[config.mk]
export PLATFORM = sky130hd
export DESIGN_NAME = wen_decoder_pipe
export DESIGN_NICKNAME = d
export VERILOG_FILES = /design/src/rtl/wen_decoder_pipe.sv
export SDC_FILE = /design/constraint.sdc
export NUM_CORES = 1
export LEC_CHECK = 0
export BUFFER_PORTS_ARGS = -buffer_cell sky130_fd_sc_hd__buf_2
export CAP_MARGIN = 20
export CELL_PAD_IN_SITES_DETAIL_PLACEMENT = 1
export CELL_PAD_IN_SITES_GLOBAL_PLACEMENT = 2
export CORE_ASPECT_RATIO = 0.5
export CORE_MARGIN = 2
export CORE_UTILIZATION = 35
export DETAILED_ROUTE_END_ITERATION = 10
export HOLD_SLACK_MARGIN = 0.12
export PLACE_DENSITY_LB_ADDON = 0.08
export SKIP_CTS_REPAIR_TIMING = 1
export SLEW_MARGIN = 20
export SYNTH_ARGS = -nofsm -noshare
export SYNTH_HDL_FRONTEND = slang
export SYNTH_SLANG_ARGS = --single-unit
[constraint.sdc]
create_clock -name clk -period 1.55 [get_ports clk]
set_input_delay 0.465 -clock clk [delete_from_list [all_inputs] [get_ports clk]]
set_output_delay 0.465 -clock clk [all_outputs]
set_load 0.1 [all_outputs]
[src/rtl/wen_decoder_pipe.sv]
// wen_decoder_pipe
// Registered address-to-one-hot write-enable decoder for the CPU54 register
// file. Sits between the WB stage and the regfile behind a valid/ready
// handshake with a 2-entry skid buffer (main register M plus skid register S).
// Also flags back-to-back active writes to the same register index.
//
// Parameters
//   ADDR_W     register index width; output width is OUT_W = 2**ADDR_W
//   ACTIVE_LOW 1: selected bit is 0, all others 1; 0: selected bit is 1
//   MASK_ZERO  1: index 0 ($zero) decodes to an all-inactive vector
//
// Ports
//   clk        rising-edge clock
//   rst_n      asynchronous active-low reset
//   in_valid   upstream word valid
//   in_ready   block can accept a word this cycle (straight from a flop)
//   in_addr    register index to decode
//   in_ena     write enable; 0 gives an all-inactive vector
//   out_valid  out_wen / out_same hold a valid word
//   out_ready  downstream consumes the word this cycle
//   out_wen    decoded enable vector (inactive whenever out_valid is low)
//   out_same   active word targets the same index as the last delivered
//              active word
module wen_decoder_pipe #(
  parameter int ADDR_W     = 5,
  parameter int ACTIVE_LOW = 1,
  parameter int MASK_ZERO  = 1,
  localparam int OUT_W     = 1 << ADDR_W
) (
  input  logic              clk,
  input  logic              rst_n,
  input  logic              in_valid,
  output logic              in_ready,
  input  logic [ADDR_W-1:0] in_addr,
  input  logic              in_ena,
  output logic              out_valid,
  input  logic              out_ready,
  output logic [OUT_W-1:0]  out_wen,
  output logic              out_same
);

  localparam logic [OUT_W-1:0] INACT = {OUT_W{(ACTIVE_LOW != 0)}};
  localparam logic [OUT_W-1:0] ONE   = {{(OUT_W-1){1'b0}}, 1'b1};

  logic              mValid, mActive, sValid, sActive, hValid, readyReg;
  logic [OUT_W-1:0]  mWen, sWen;
  logic [ADDR_W-1:0] mAddr, sAddr, hAddr;

  logic              mValidN, mActiveN, sValidN, sActiveN, hValidN;
  logic [OUT_W-1:0]  mWenN, sWenN;
  logic [ADDR_W-1:0] mAddrN, sAddrN, hAddrN;

  logic              inFire, outFire, newActive;
  logic [OUT_W-1:0]  newWen;

  // Decode happens on the way in, so the outputs only ever come from flops.
  always_comb begin
    newActive = in_ena && !((MASK_ZERO != 0) && (in_addr == '0));
    newWen    = newActive ? (INACT ^ (ONE << in_addr)) : INACT;
  end

  assign inFire  = in_valid && readyReg;
  assign outFire = mValid && out_ready;

  // Next-state for the M/S pair and the same-index history. S only ever
  // fills while M is stalled, and it refills M on the next output transfer,
  // which keeps the order strictly FIFO.
  always_comb begin
    mValidN  = mValid;
    mActiveN = mActive;
    mWenN    = mWen;
    mAddrN   = mAddr;
    sValidN  = sValid;
    sActiveN = sActive;
    sWenN    = sWen;
    sAddrN   = sAddr;
    hValidN  = hValid;
    hAddrN   = hAddr;

    if (outFire) begin
      if (mActive) begin
        hValidN = 1'b1;
        hAddrN  = mAddr;
      end
      if (sValid) begin
        mValidN  = 1'b1;
        mActiveN = sActive;
        mWenN    = sWen;
        mAddrN   = sAddr;
        sValidN  = 1'b0;
      end else if (inFire) begin
        mValidN  = 1'b1;
        mActiveN = newActive;
        mWenN    = newWen;
        mAddrN   = in_addr;
      end else begin
        mValidN  = 1'b0;
      end
    end else if (inFire) begin
      if (!mValid) begin
        mValidN  = 1'b1;
        mActiveN = newActive;
        mWenN    = newWen;
        mAddrN   = in_addr;
      end else begin
        sValidN  = 1'b1;
        sActiveN = newActive;
        sWenN    = newWen;
        sAddrN   = in_addr;
      end
    end
  end

  // State registers. in_ready gets its own flop, loaded with the inverse of
  // the next skid-valid, so upstream sees a clean registered ready.
  always_ff @(posedge clk or negedge rst_n) begin
    if (!rst_n) begin
      mValid   <= 1'b0;
      mActive  <= 1'b0;
      mWen     <= INACT;
      mAddr    <= '0;
      sValid   <= 1'b0;
      sActive  <= 1'b0;
      sWen     <= INACT;
      sAddr    <= '0;
      hValid   <= 1'b0;
      hAddr    <= '0;
      readyReg <= 1'b1;
    end else begin
      mValid   <= mValidN;
      mActive  <= mActiveN;
      mWen     <= mWenN;
      mAddr    <= mAddrN;
      sValid   <= sValidN;
      sActive  <= sActiveN;
      sWen     <= sWenN;
      sAddr    <= sAddrN;
      hValid   <= hValidN;
      hAddr    <= hAddrN;
      readyReg <= !sValidN;
    end
  end

  assign in_ready  = readyReg;
  assign out_valid = mValid;
  assign out_wen   = mValid ? mWen : INACT;
  assign out_same  = mValid && mActive && hValid && (mAddr == hAddr);

endmodule
==> results of run 1 <==
## through the flow
stage / cells / hold slack (ns) / total power (W) / setup WS [ns]
3_5_place_dp: 646 / 0.4713 / 0.008437 / -0.1423
4_1_cts: 662 / 0.1782 / 0.01075 / -0.4681
5_1_grt: 686 / 0.1725 / 0.01293 / -0.5080
6_report: 686 / 0.1343 / 0.01236 / -0.4373
2_1_floorplan: 410 / 0.1694 / 0.006872 / -0.8362
3_3_place_gp: 646 / 0.4661 / 0.008226 / -0.05907
## layout by cell type, fill, tap and decap left out, types with 17 or more instances in the layout
| cell | n |
|---|---|
| and4b_1 | 31 |
| dfstp_2 | 64 |
| nand2b_4 | 33 |
| buf_6 | 17 |
| nor2_1 | 20 |
| dfrtp_1 | 19 |
| clkbuf_16 | 21 |
| buf_4 | 47 |
| mux2_2 | 22 |
| a31oi_1 | 26 |
| mux2_4 | 19 |
| buf_12 | 45 |
## worst max-delay path: cells and delay by family, from the launching register on
family / cells / cell delay, ns
XOR/XNOR: 1 / 0.20
AND/OR/NAND/NOR: 2 / 0.38
buffers and inverters: 1 / 0.20
flip-flops: 1 / 0.41
## kinds of logic after synthesis
family,count (synthesis),share of synthesized area (%)
multiplexers,46,12.45
buffers and inverters,42,4.668
AO/OA/AOI/OAI,94,12.56
AND/OR/NAND/NOR,138,20.31
XOR/XNOR,5,0.9724
flip-flops,85,49.04
## synthesized netlist by cell type (2+ instances only)
library cell | count | area, um2
dfrtp_1 | 20 | 500.5
clkbuf_1 | 25 | 93.84
a21o_1 | 12 | 90.09
nand3b_1 | 5 | 37.54
nand2_1 | 23 | 86.33
a21oi_1 | 23 | 115.1
mux2i_1 | 5 | 50.05
a31oi_1 | 32 | 200.2
buf_1 | 2 | 7.510
nand3_1 | 5 | 25.02
nor3_1 | 2 | 10.01
dfstp_2 | 65 | 1708
xnor2_1 | 4 | 35.03
nand4_1 | 2 | 12.51
mux2_4 | 13 | 195.2
and3b_1 | 5 | 43.79
nor2_1 | 20 | 75.07
o21ai_0 | 22 | 110.1
mux2_2 | 28 | 315.3
and3_1 | 2 | 12.51
and4b_1 | 31 | 310.3
buf_6 | 4 | 45.04
buf_2 | 8 | 40.04
nor3b_2 | 4 | 50.05
nand2b_1 | 35 | 219.0
## layer usage
layer,wire [um],vias to the layer above
li1,-,1695
met1,7482,1961
met2,7693,83
met3,804,13
met4,132,0
met5,0,-
## registers in the layout, summed over array words and instances (netlist names)
name / flops
sWen: 32
sAddr: 5
hValid: 1
sValid: 1
hAddr: 5
mAddr: 5
in_ready: 1
mWen: 32
mActive: 1
out_valid: 1
sActive: 1
## area by class of cell
type	count	area, um2
flip-flops and latches	85	2216
well taps	170	212.7
inverters	1	3.754
clock inverters	4	45.04
fillers	1247	5394
repair buffers	131	1831
clock buffers	12	267.8
multi-input cells	283	2658
## power breakdown
part           switching [W]  internal, W  total, W
Sequential          0.000633      0.00347   0.00410
Combinational        0.00307      0.00290   0.00597
Clock               0.000899      0.00138   0.00228
## worst max path at each step
stage / endpoint / slack (ns) / cells after the start
final: out_same / -0.44 / 4
after global routing: out_same / -0.51 / 4
after CTS: out_same / -0.47 / 4
after detailed placement: mActive / -0.14 / 4
after global placement: mWen[13] / -0.06 / 5
after floorplan: out_same / -0.84 / 5
==> summary.md, run 1 <==
| Metric | Value |
|---|---|
| Initial antenna violation count | `0` |
| Later-pin clock latency in the skew report | `~0.34 ns` |
| Largest net degree at the start of global routing | `between 80 and 90` |
| Post-route cell area | `a little over 0.007 mm2` |
| Critical path required time | `around 1.1 ns` |
| Vias in the first global route | `around 3.8k` |
| Via count | `about 3.8k` |
| Slew Limit Fails | `0` |
| CTS tree | `yes` |
| Drc violations | `0` |
| Final setup vio count | `107` |
| TritonCTS buffer count | `9` |
| Layout Nets | `~520` |
| PnR worst setup slack | `-0.4373 ns` |
| Area Growth Syn to Fin | `60.63%` |
| RR Startpoint | `out_valid` |
| Met3 Track Usage GR | `under 10%` |
| Global routing's busiest layer | `met2` |
| Peak supply drop | `around 800 uV` |
| Die X | `between 150 and 200 um` |
| Worst hold path type | `input port to asynchronous set/reset pin` |
| PD cells | `1709 mW/mm2` |
| Routed WL | `between 15 and 20 mm` |
| Yosys warns | `0` |
| RSZ-0062 raised after global routing | `true` |
| Root buffer cell | `clkbuf_16` |
| CP max FO | `2` |
| Seq/Total Area, Yosys | `between 40 and 50%` |
| Antenna viol nets, final | `0` |
| Tcrit/Tclk final | `128.2%` |
| Layout Utilization | `between 50% and 60%` |
| Fmax | `roughly 500 MHz` |
| Total grt overflow | `0` |
| Setup Skew | `around 0.0069 ns` |
| Clock buffer depth | `2` |
| Crit-path slowest cell | `dfrtp_1` |
| Hpwl dp | `a little over 9 mm` |
| Die Span Y | `~84 um` |
| Wire per inst | `about 23 um` |
| Reg2Reg Capture Point | `mWen[22]` |
| Syn_nets | `between 400 and 500` |
| M1 GR Usage | `a little under a third` |
| Most common flop cell mapped by yosys | `dfstp_2` |
| Synth async-reset ratio | `100.0%` |
| Area after DPL | `0.005901 mm2` |
| Total track usage | `20.82%` |
| Cell leakage power | `roughly 3.4 nW` |
| Crit path from | `hAddr[1]` |
| R2R cell count | `6` |
| Fin. Hold Viols | `0` |
| Relative slew slack | `approximately three fifths` |
| Clock slew at reported path FFs | `roughly 0.060 ns` |
| Total negative setup slack | `-18.58 ns` |
| Port Buf Inserts | `44` |
| Number of synthesized flops with an enable pin | `0` |
| Starting Density | `between 30% and 40%` |
| Core ar. | `0.01263 mm2` |
| CTS H-Tree Depth | `3` |
| Post-Syn Area | `~0.0045 mm2` |
| Synth cell types | `38` |
| Crit-path cells | `xnor2_2, nand4_1, nor3_4, buf_12` |
| Clk sinks | `85` |
| Max Cap Viol | `0` |
| R2r setup slk | `-0.20 ns` |
| Failing checks | `setup timing` |
| Share of cells above drive strength 1 | `about two thirds` |
| Via/cell ratio | `around 5.5` |
| Crit path capture type | `primary output` |
| Drt first pass iters | `4` |
| Mapped Cells | `410` |
| FP Rows | `29` |
| DRT iter0 DRCs | `260` |
| Final Critical Period | `a little under 2 ns` |
| Status | `finished, violations left` |
| Synth Area per Inst | `about 11 um2` |
| Startpoint types | `flip-flop` |
| GPL Wtd Cong | `between 0.7 and 0.8` |
| Critical path type | `flip-flop to primary output` |
| I/O pin cnt | `45` |
| Worst Path Arrival | `1.52 ns` |
| Slew of the pin with the lowest slew margin | `just over 0.6 ns` |
| Die area | `0.01384 mm2` |
| CP max stage delay | `slightly above 0.4 ns` |
| First-pass GRT wire length | `approximately 22 mm` |
| Grt met2 use | `between 30% and 40%` |
| Ant diodes | `0` |
| #FFs+latches synth | `85` |
Note: power is estimated with default switching activity, not from simulation.
==> run 2: changes to the inputs <==
Settings changed: REMOVE_ABC_BUFFERS set to 1, SKIP_CTS_REPAIR_TIMING 1 to unset.
==> summary.md, run 2 (synthesized netlist as in run 1, its figures left out) <==
| Metric | Value |
|---|---|
| Via count | `approximately 4k` |
| I/O pin cnt | `45` |
| Antenna viol nets, final | `0` |
| M1 GR Usage | `about 33%` |
| Final setup vio count | `about 120` |
| Multi-input gate area | `0.003174 mm2` |
| Relative slew slack | `between 70 and 80%` |
| Crit-path slowest cell | `dfrtp_1` |
| R2r setup slk | `-0.41 ns` |
| Die Span Y | `approximately 84 um` |
| Dpl cells | `630` |
| Initial antenna violation count | `0` |
| DRT iter0 DRCs | `200` |
| Slew Limit Fails | `0` |
| TritonCTS buffer count | `9` |
| Share of power burned in registers | `a little under a third` |
| RSZ-0062 raised after global routing | `true` |
| Drc violations | `0` |
| Final Critical Period | `just under 2 ns` |
| Tcrit/Tclk final | `126.9%` |
| Failing checks | `setup timing` |
| Root buffer cell | `clkbuf_16` |
| Most frequent cells in the layout | `dfstp_2, buf_12, mux2_4, buf_4, nand2b_4` |
| Vias in the first global route | `slightly above 4k` |
| RR Startpoint | `out_valid` |
| PnR worst setup slack | `-0.4176 ns` |
| Clock slew at reported path FFs | `approximately 0.060 ns` |
| Biggest regs | `mWen: 32 flops, sWen: 32 flops` |
| Worst Path Arrival | `approximately 1.5 ns` |
| CP max stage delay | `between 0.4 and 0.5 ns` |
| Core ar. | `approximately 0.013 mm2` |
| Status | `finished, violations left` |
| Int Power | `between 0.008 and 0.009 W` |
| Total grt overflow | `0` |
| Ant diodes | `0` |
| Setup Skew | `about 0.0047 ns` |
| CTS tree | `yes` |
| Fmax | `508.2 MHz` |
| Via/cell ratio | `~5.7` |
| PD cells | `1684 mW/mm2` |
| Final Power | `between 0.01 and 0.015 W` |
| Area Growth Syn to Fin | `75.94%` |
| Post-CTS Hold Fix Bufs | `0` |
| Final std cells w/o fill | `688` |
| GPL Wtd Cong | `approximately 0.74` |
| CP max FO | `2` |
| Clock buffer depth | `2` |
| Die X | `164.4 um` |
| Startpoint types | `flip-flop` |
| # fillers | `approximately 1.2k` |
| Share of cells above drive strength 1 | `between 70% and 80%` |
| Comb pwr share | `between 50% and 60%` |
| Layout Nets | `between 500 and 600` |
| Drt first pass iters | `4` |
| Worst hold path type | `input port to asynchronous set/reset pin` |
| FP Rows | `29` |
| Post-route cell area | `0.007923 mm2` |
| Crit path capture type | `primary output` |
| First-pass GRT wire length | `24.80 mm` |
| Grt met2 use | `between 30% and 40%` |
| Met3 Track Usage GR | `under 10%` |
| Crit-path cells | `xnor2_2, nand4_1, nor3_2, buf_4, buf_12` |
| Total negative setup slack | `-36.18 ns` |
| Later-pin clock latency in the skew report | `between 0.3 and 0.4 ns` |
| Max Cap Viol | `0` |
| Slew of the pin with the lowest slew margin | `0.4201 ns` |
| Total track usage | `between 20% and 30%` |
| Die area | `~0.014 mm2` |
| Storage cell area | `around 0.0022 mm2` |
| Global routing's busiest layer | `met2` |
| Peak supply drop | `between 800 and 900 uV` |
| Area after DPL | `0.005762 mm2` |
| Critical path type | `flip-flop to primary output` |
| Clock share of power | `between 10% and 20%` |
| R2R cell count | `8` |
| Most common cell after layout, fill and taps aside | `dfstp_2` |
| Port Buf Inserts | `44` |
| Largest net degree at the start of global routing | `33` |
| Clk sinks | `85` |
| Net switching power | `0.005132 W` |
| Starting Density | `35.66%` |
| Reg2Reg Capture Point | `sAddr[4]` |
| Fin. Hold Viols | `0` |
| Critical path required time | `between 1 and 1.5 ns` |
| Wire per inst | `roughly 26 um` |
| Sw frac | `between 30% and 40%` |
| Cell leakage power | `3.587 nW` |
| Hpwl dp | `between 8 and 9 mm` |
| CTS H-Tree Depth | `3` |
| Routed WL | `approximately 18 mm` |
run 2: cell types whose count changed in the layout (fill, tap and decap cells not counted), moves of 6 or more:
cell     change
mux2_2      -22
mux2_4      +22
a31oi_4     +21
a31oi_1     -16
buf_12      +13
buf_4       -13
o21ai_2      +6
run 2: routing by layer:
layer	up-vias	wire length, um
li1	1713	-
met1	2102	8041
met2	103	8692
met3	12	911
met4	0	134
met5	-	0
run 2: power groups by stage:
stage          clock network (W)  registers (W)  logic (W)
2_1_floorplan                  0        0.00404    0.00239
3_3_place_gp                   0        0.00389    0.00403
3_5_place_dp                   0        0.00396    0.00415
4_1_cts                  0.00237        0.00394    0.00571
5_1_grt                  0.00248        0.00429    0.00707
6_report                 0.00235        0.00419    0.00680
run 2: worst max-delay path by stage:
stage,slack [ns],end,start,cells past startpoint
after floorplan,-3.12,sAddr[0],out_valid,2
after global placement,-0.14,mWen[4],in_valid,4
after detailed placement,-0.18,mWen[7],in_valid,4
after CTS,-0.48,out_same,mAddr[4],5
after global routing,-0.54,out_same,hAddr[4],5
final,-0.42,out_same,hAddr[4],5
run 2: critical path, delay by kind of cell (launching register included):
family,cells,cell delay (ns)
XOR/XNOR,1,0.18
AND/OR/NAND/NOR,2,0.27
flip-flops,1,0.41
buffers and inverters,2,0.30
run 2: layout make-up:
type / instances / share of cell area [%]
flip-flops and latches: 85 / 27.89
inverters: 1 / 0.04738
repair buffers: 131 / 25.27
clock buffers: 12 / 3.380
clock inverters: 4 / 0.6633
multi-input cells: 285 / 40.07
well taps: 170 / 2.685
run 2: through the flow:
stage	util (%)	worst slack [ns]	hold slack [ns]
4_1_cts	57.27	-0.4786	0.3578
3_3_place_gp	45.63	-0.1445	0.4539
5_1_grt	62.74	-0.5442	0.3658
3_5_place_dp	45.63	-0.1792	0.4552
2_1_floorplan	-	-3.118	0.1694
6_report	62.74	-0.4176	0.3572
run 2: repair_timing:
action / in CTS / in global routing
pin swaps: 30 / 43
hold endpoints to repair: 0 / 0
cloned: 11 / 6
setup endpoints to repair: 72 / 110
setup buffers: 20 / 11
resized for setup: 109 / 147
==> run 3: changes to the inputs <==
Settings changed: SETUP_SLACK_MARGIN set to 0.15.
Clock period 1.55 ns to 2.2 ns, I/O delays scaled along.
==> summary.md, run 3 (synthesized netlist as in run 1, its figures left out) <==
| Metric | Value |
|---|---|
| Status | `finished, final reports clean` |
| Die Span Y | `84.21 um` |
| RSZ-0062 raised after global routing | `true` |
| Crit path capture type | `primary output` |
| Crit-path leading delay family | `flip-flops` |
| RR Startpoint | `out_valid` |
| Worst Path Arrival | `between 1 and 1.5 ns` |
| Drc violations | `0` |
| Final setup vio count | `0` |
| Starting Density | `35.66%` |
| Wire per inst | `slightly below 20 um` |
| CTS tree | `yes` |
| Layout Utilization | `a little under half` |
| Vias in the first global route | `~3.5k` |
| Max Cap Viol | `0` |
| Relative slew slack | `between 60 and 70%` |
| Crit-path cells | `xnor2_1, nand4_1, nor3_2, buf_12` |
| CP max stage delay | `0.39 ns` |
| Fmax | `476.4 MHz` |
| CP max FO | `2` |
| Post-CTS Hold Fix Bufs | `0` |
| Startpoint types | `flip-flop` |
| I/O pin cnt | `45` |
| Port Buf Inserts | `44` |
| Via count | `around 3.3k` |
| Share of cells above drive strength 1 | `a little over two fifths` |
| Die X | `~160 um` |
| Critical path required time | `1.54 ns` |
| Later-pin clock latency in the skew report | `0.34 ns` |
| Die area | `around 0.014 mm2` |
| Final Critical Period | `between 2 and 2.5 ns` |
| Crit-path slowest cell | `dfrtp_1` |
| Clk sinks | `85` |
| Crit path from | `hAddr[3]` |
| Antenna viol nets, final | `0` |
| Total track usage | `18.65%` |
| Most common cell after layout, fill and taps aside | `dfstp_2` |
| Via/cell ratio | `5.400` |
| Slew Limit Fails | `0` |
| Routed WL | `11.98 mm` |
| Initial antenna violation count | `0` |
| Tcrit/Tclk final | `~95%` |
| Largest net degree at the start of global routing | `between 70 and 80` |
| Worst hold path type | `input port to asynchronous set/reset pin` |
| GPL Wtd Cong | `approximately 0.8` |
| Drt first pass iters | `7` |
| TritonCTS buffer count | `9` |
| Slew of the pin with the lowest slew margin | `0.4902 ns` |
| Clock slew at reported path FFs | `approximately 0.06 ns` |
| FP Rows | `29` |
| DRT iter0 DRCs | `about 190` |
| PD cells | `approximately 1200 mW/mm2` |
| Layout Nets | `455` |
| Peak supply drop | `approximately 560 uV` |
| Root buffer cell | `clkbuf_16` |
| Total grt overflow | `0` |
| Ant diodes | `0` |
| First-pass GRT wire length | `a little under 20 mm` |
| Most frequent cells in the layout | `dfstp_2, nand2b_1, a31oi_1, and4b_1, buf_12` |
| Biggest regs | `mWen: 32 flops, sWen: 32 flops` |
| Core ar. | `0.01263 mm2` |
| Hold_ws | `roughly 0.24 ns` |
| Setup Skew | `roughly 0.0036 ns` |
| Hpwl dp | `8.029 mm` |
| Area Growth Syn to Fin | `26.20%` |
| Clock buffer depth | `2` |
| Cell leakage power | `about 2.4 nW` |
| CTS H-Tree Depth | `3` |
| Fin. Hold Viols | `0` |
| Critical path type | `flip-flop to primary output` |
| Worst path buffer plus inverter count | `1` |
-- run 3: where the power goes --
part / internal, W / leakage [nW] / total (W) / switching [W]
registers: 0.00243 / 0.909 / 0.00276 / 0.000330
logic: 0.00111 / 1.33 / 0.00273 / 0.00162
clock network: 0.000912 / 0.138 / 0.00155 / 0.000633
-- run 3: what timing repair did --
item,in CTS,in global routing
pin swaps,1,0
gates resized for setup,12,9
setup buffers,0,0
setup endpoints to repair,21,8
cloned,0,0
-- run 3: final cells by class --
type	count	area, um2
sequential	85	2210
timing repair buffer	65	865.8
tap	170	212.7
clock buffer	11	242.7
fill	1332	6944
multi-input combinational	283	2090
inverter	1	3.754
clock inverter	5	58.81
-- run 3: through the flow --
step | area (um2) | setup slack (ns) | total power [W] | instances | TNS (ns)
finish | 5683 | 0.1009 | 0.007030 | 620 | 0
global route | 5683 | -0.007548 | 0.007430 | 620 | -0.007548
CTS | 5649 | 0.06754 | 0.007104 | 620 | 0
detailed placement | 5314 | 0.2288 | 0.005487 | 604 | 0
global placement | 5314 | 0.3154 | 0.005369 | 604 | 0
floorplan | 4297 | -2.525 | 0.004533 | 369 | -196.16
-- run 3: final timing paths --
path | to | slack [ns] | depth (start not counted)
max | out_same | 0.10 | 4
min | hAddr[0] | 0.24 | 1
max reg2reg | mAddr[2] | 0.54 | 5
min reg2reg | hValid | 0.47 | 1
max in group asynchronous | mWen[7] | 1.29 | 2
min in group clk | hValid | 0.47 | 1
-- run 3: worst register-to-register path: stages, from the launching register on --
cell	delay (ns)
dfrtp_2	0.44
buf_8	0.19
nand3_1	0.13
buf_4	0.27
mux2i_1	0.38
a21oi_1	0.13
-- run 3: per-layer routing --
layer	part of all wire (%)	routed length, um	GRT usage [%]	vias up
met5	0	0	0	-
met3	4.0	477	4.644	9
li1	-	-	-	1546
met1	48	5715	25.70	1736
met4	0.58	70	3.399	0
met2	48	5720	30.24	57
